File: src/rtl/fifo_lvl.sv
// Synchronous elastic FIFO with occupancy count, threshold flags, show-ahead or registered read,
// and overflow/underflow reporting. Define FIFO_LVL_STICKY_ERR_EN for sticky error flags with clr_err.
module fifo_lvl #(
  parameter int D_WIDTH    = 32,
  parameter int ADDR_W     = 4,
  parameter int AF_LEVEL   = (1 << ADDR_W) - 2,
  parameter int AE_LEVEL   = 1,
  parameter int SHOW_AHEAD = 1
) (
  input  logic               clk,
  input  logic               reset,
  input  logic               push,
  input  logic               pop,
  input  logic [D_WIDTH-1:0] d,
`ifdef FIFO_LVL_STICKY_ERR_EN
  input  logic               clr_err,
`endif
  output logic [D_WIDTH-1:0] q,
  output logic               q_valid,
  output logic [ADDR_W:0]    count,
  output logic               empty,
  output logic               full,
  output logic               almost_empty,
  output logic               almost_full,
  output logic               overflow,
  output logic               underflow
);

  localparam int DEPTH = 1 << ADDR_W;
  localparam logic [ADDR_W:0] PTR_ONE = (ADDR_W+1)'(1);
  localparam logic [ADDR_W:0] AE_C    = (ADDR_W+1)'(AE_LEVEL);
  localparam logic [ADDR_W:0] AF_C    = (ADDR_W+1)'(AF_LEVEL);

  logic [D_WIDTH-1:0] mem [DEPTH];
  logic [ADDR_W:0]    wr_ptr;
  logic [ADDR_W:0]    rd_ptr;
  logic [ADDR_W-1:0]  wr_addr;
  logic [ADDR_W-1:0]  rd_addr;
  logic               pop_ok;
  logic               push_ok;
  logic               ovf_evt;
  logic               unf_evt;

  assign wr_addr = wr_ptr[ADDR_W-1:0];
  assign rd_addr = rd_ptr[ADDR_W-1:0];

  // Flags come only from the pointer registers, so push/pop never reach them combinationally.
  assign count        = wr_ptr - rd_ptr;
  assign empty        = (wr_ptr == rd_ptr);
  assign full         = (wr_addr == rd_addr) && (wr_ptr[ADDR_W] != rd_ptr[ADDR_W]);
  assign almost_empty = (count <= AE_C);
  assign almost_full  = (count >= AF_C);

  // A full FIFO still accepts a push when a pop frees a slot in the same cycle.
  assign pop_ok  = pop & ~empty;
  assign push_ok = push & (~full | pop_ok);
  assign ovf_evt = push & ~push_ok;
  assign unf_evt = pop & empty;

  always_ff @(posedge clk or posedge reset) begin
    if (reset) begin
      wr_ptr <= '0;
      rd_ptr <= '0;
    end else begin
      if (push_ok) wr_ptr <= wr_ptr + PTR_ONE;
      if (pop_ok)  rd_ptr <= rd_ptr + PTR_ONE;
    end
  end

  // Storage is data-only and deliberately left uncleared by reset.
  always_ff @(posedge clk) begin
    if (push_ok) mem[wr_addr] <= d;
  end

  generate
    if (SHOW_AHEAD != 0) begin : g_show_ahead
      assign q       = empty ? '0 : mem[rd_addr];
      assign q_valid = ~empty;
    end else begin : g_registered
      always_ff @(posedge clk or posedge reset) begin
        if (reset) begin
          q       <= '0;
          q_valid <= 1'b0;
        end else if (pop_ok) begin
          q       <= mem[rd_addr];
          q_valid <= 1'b1;
        end else begin
          q_valid <= 1'b0;
        end
      end
    end
  endgenerate

  always_ff @(posedge clk or posedge reset) begin
    if (reset) begin
      overflow  <= 1'b0;
      underflow <= 1'b0;
    end else begin
`ifdef FIFO_LVL_STICKY_ERR_EN
      // A new event in the same cycle as clr_err keeps the flag set.
      overflow  <= ovf_evt | (overflow & ~clr_err);
      underflow <= unf_evt | (underflow & ~clr_err);
`else
      overflow  <= ovf_evt;
      underflow <= unf_evt;
`endif
    end
  end

endmodule

File: config.mk
export PLATFORM = sky130hd
export DESIGN_NAME = fifo_lvl
export DESIGN_NICKNAME = d
export VERILOG_FILES = /design/src/rtl/fifo_lvl.sv
export SDC_FILE = /design/constraint.sdc
export NUM_CORES = 1
export LEC_CHECK = 0
export CAP_MARGIN = 0
export CORE_ASPECT_RATIO = 2
export CORE_UTILIZATION = 46
export CTS_CLUSTER_SIZE = 25
export DETAILED_ROUTE_END_ITERATION = 7
export PLACE_DENSITY_LB_ADDON = 0.25
export SYNTH_ARGS = -nofsm -noshare
export SYNTH_HDL_FRONTEND = slang
export SYNTH_SLANG_ARGS = --single-unit
File: constraint.sdc
create_clock -name clk -period 5.75 [get_ports clk]
set_clock_uncertainty 0.1 [all_clocks]
set_input_delay 0.575 -clock clk [delete_from_list [all_inputs] [get_ports clk]]
set_output_delay 0.575 -clock clk [all_outputs]
set_load 0.05 [all_outputs]
==> results.yml <==
cells_and_area:
  stdcell_count: 1625
  finalNetCount: 1091
  layout_commonest_cell: "edfxtp_1"
  area_growth_pct: 13.99
  final_core_util_pct: 53.45
  nFillCells: 3378
  drive_gt1_share_pct: 23.35
  diodes: 0
  final_cell_mix: "edfxtp_1, mux4_2, clkdlybuf4s50_1"
global_routing:
  grt.total_usage_pct: 19.17
  grt_pass1_vias: 10010
  grt_max_degree: 131
  grt_first_pass_wirelength_mm: 62.54
  antenna_found_initial: 1
  gr-total-overflow: 0
worst_setup_path:
  worstSetupPathType: "reg2out"
  end_kind: "output port"
  crit_fanout: 31
  startpoint: "rd_ptr[3]"
  reg2reg_slack_ps: 2390
  cp_data_required_time_ps: 5080
  rr_worst_depth: 7
  crit-reg2reg-launch: "rd_ptr[3]"
  arrival_ps: 4170
  rr_endpoint: "mem[12][6]"
  start_kind: "flop"
power_and_ir_drop:
  power_frac_comb_pct: 40.4
  pwr_density_cell_mw_per_mm2: 546.2
  p_sw_mw: 4.551
  power.internal_mw: 8.152
  clkPwrFrac_pct: 22.3
  swShare_pct: 35.83
  leakagePower_nw: 7.518
  max-vdd-ir-drop_mv: 0.4955
  seq_power_share_pct: 37.3
sta:
  max_slew_margin_pct: 31.31
  finalSetupViolations: 0
  period_minus_slack_ps: 4846
  slew_viol_final: 0
  min_period_over_period_pct: 84.27
  max_freq_ghz: 0.2064
  hold_violations: 0
  worstMarginPinSlew_ps: 1030
  tns_ps: 0
  rsz0062_at_grt: "false"
clock_network:
  cts-resized-gates: 0
  cts_tree: "yes"
  cts_made_buffers: 44
  clockBufferDepth: 3
  post-cts-setup-buffers: 0
  cts.sinks: 524
  worstSkewPairLatency_ps: 550
  clkSlewWorstSetupHoldPaths_ps: 60
  root_buffer: "clkbuf_16"
  h-tree-depth: 2
  cts_hold_buf: 0
flow_run:
  max_cap_violations: 0
detailed_routing:
  via_per_inst: 5.724
  ant_nets: 0
  drtIter0Drc: 555
  firstDrtPassIters: 6
  num_vias: 9301
  routed_wl_mm: 41.34
  wire_per_inst_um: 25.44
  drcViolationCount: 0
floorplanning:
  pin_count: 80
  fp.dieH_um: 299.8
  fp.dieW_um: 150.9
  initial_utilization_pct: 46.89
  num_rows: 108
  dieArea_mm2: 0.04525
  core_area_mm2: 0.04351
run_status:
  status: "complete, no violations"
placed_design:
  io_buffers: 79
  hpwl_mm: 22.88
  gp_congestion: 0.7248
  dp_cells: 1549
synthesis:
  ys_seq_area_share_pct: 76.83
  syn_inst: 946
  yosysUniqueCellTypes: 38
  synth-main-ff-cell: "edfxtp_1"
  avgSynthCellArea_um2: 21.57
  syn-num-nets: 992
  syn_area_mm2: 0.02040
  synth_seq_cells: 524
  synth_edf_count: 512
  synth_warnings: 0
  synthArstFlopShare_pct: 2.290
hold_path:
  hp-class: "in2async"
==> cell type report <==
cell class,instances,area [um2],share of cell area [%]
multi-input combinational,302,4309,18.53
clock buffer,51,1149,4.939
timing repair buffer,99,965.9,4.153
inverter,74,277.8,1.194
sequential,524,15680,67.44
clock inverter,25,183.9,0.7908
tap,550,688.2,2.959
==> registers in the layout, summed over array words and instances, names as in the netlist <==
signal / count
rd_ptr: 5
mem: 512
overflow: 1
underflow: 1
wr_ptr: 5
==> how the worst max path moves through the flow <==
stage,to,slack [ps]
after floorplan,mem[3][0],1080
after global placement,q[13],1470
after detailed placement,q[13],1400
after CTS,q[13],800
after global routing,q[21],620
final,q[13],900
==> cells by family after synthesis <==
family	synth area share, %
AO/OA/AOI/OAI	1.754
buffers and inverters	2.661
AND/OR/NAND/NOR	1.699
flip-flops	76.83
XOR/XNOR	0.4661
multiplexers	15.94
adder cells (fa/ha/maj)	0.6500
==> stage by stage <==
stage	setup slack (ps)	total power, mW	hold WS, ps	cell area [um2]
5_1_grt	622.5	13.25	289.0	23260
3_3_place_gp	1469	10.02	415.2	21920
6_report	904.4	12.70	251.1	23260
3_5_place_dp	1403	10.06	420.3	21920
2_1_floorplan	1084	8.472	339.7	20400
4_1_cts	796.4	12.89	246.6	23260
==> power by group through the flow <==
stage	Clock (mW)	Combinational, mW	Sequential [mW]
3_5_place_dp	0	5.24	4.82
5_1_grt	3.00	5.48	4.77
3_3_place_gp	0	5.22	4.80
4_1_cts	2.89	5.25	4.74
6_report	2.83	5.13	4.74
2_1_floorplan	0	3.70	4.77
==> routing by layer <==
metal / track usage (%) / vias to the layer above / wire length [um]
li1: - / 4038 / -
met1: 23.32 / 5009 / 15900
met2: 35.32 / 185 / 23150
met3: 1.897 / 67 / 1209
met4: 6.048 / 2 / 1067
met5: 0 / - / 13
==> synthesized netlist by cell type, drive strengths merged, types with 2 or more instances <==
cell type	n	share of area, %
and3	2	0.061
and2	2	0.061
inv	74	1.4
o221ai	31	1.4
edfxtp	512	75
buf	29	0.99
o21a	2	0.074
clkbuf	17	0.31
nor3	4	0.098
nor2b	2	0.061
a21oi	2	0.049
mux2	31	1.7
dfrtp	12	1.5
mux4	128	14
nand2b	2	0.061
ha	9	0.55
xnor2	8	0.38
nor2	14	0.26
nand4	5	0.15
xor2	2	0.086
o21ai	4	0.098
nand2	43	0.79
or3	2	0.061
nand3	2	0.049
==> worst max-delay path, cell delays in order, from the launching register on <==
cell	delay, ps
dfrtp_1	520
inv_1	110
ha_1	340
and4_1	260
nand2_1	190
nand3_2	790
o221ai_1	500
clkdlybuf4s50_1	870
Power figures use the tool's default switching activity.
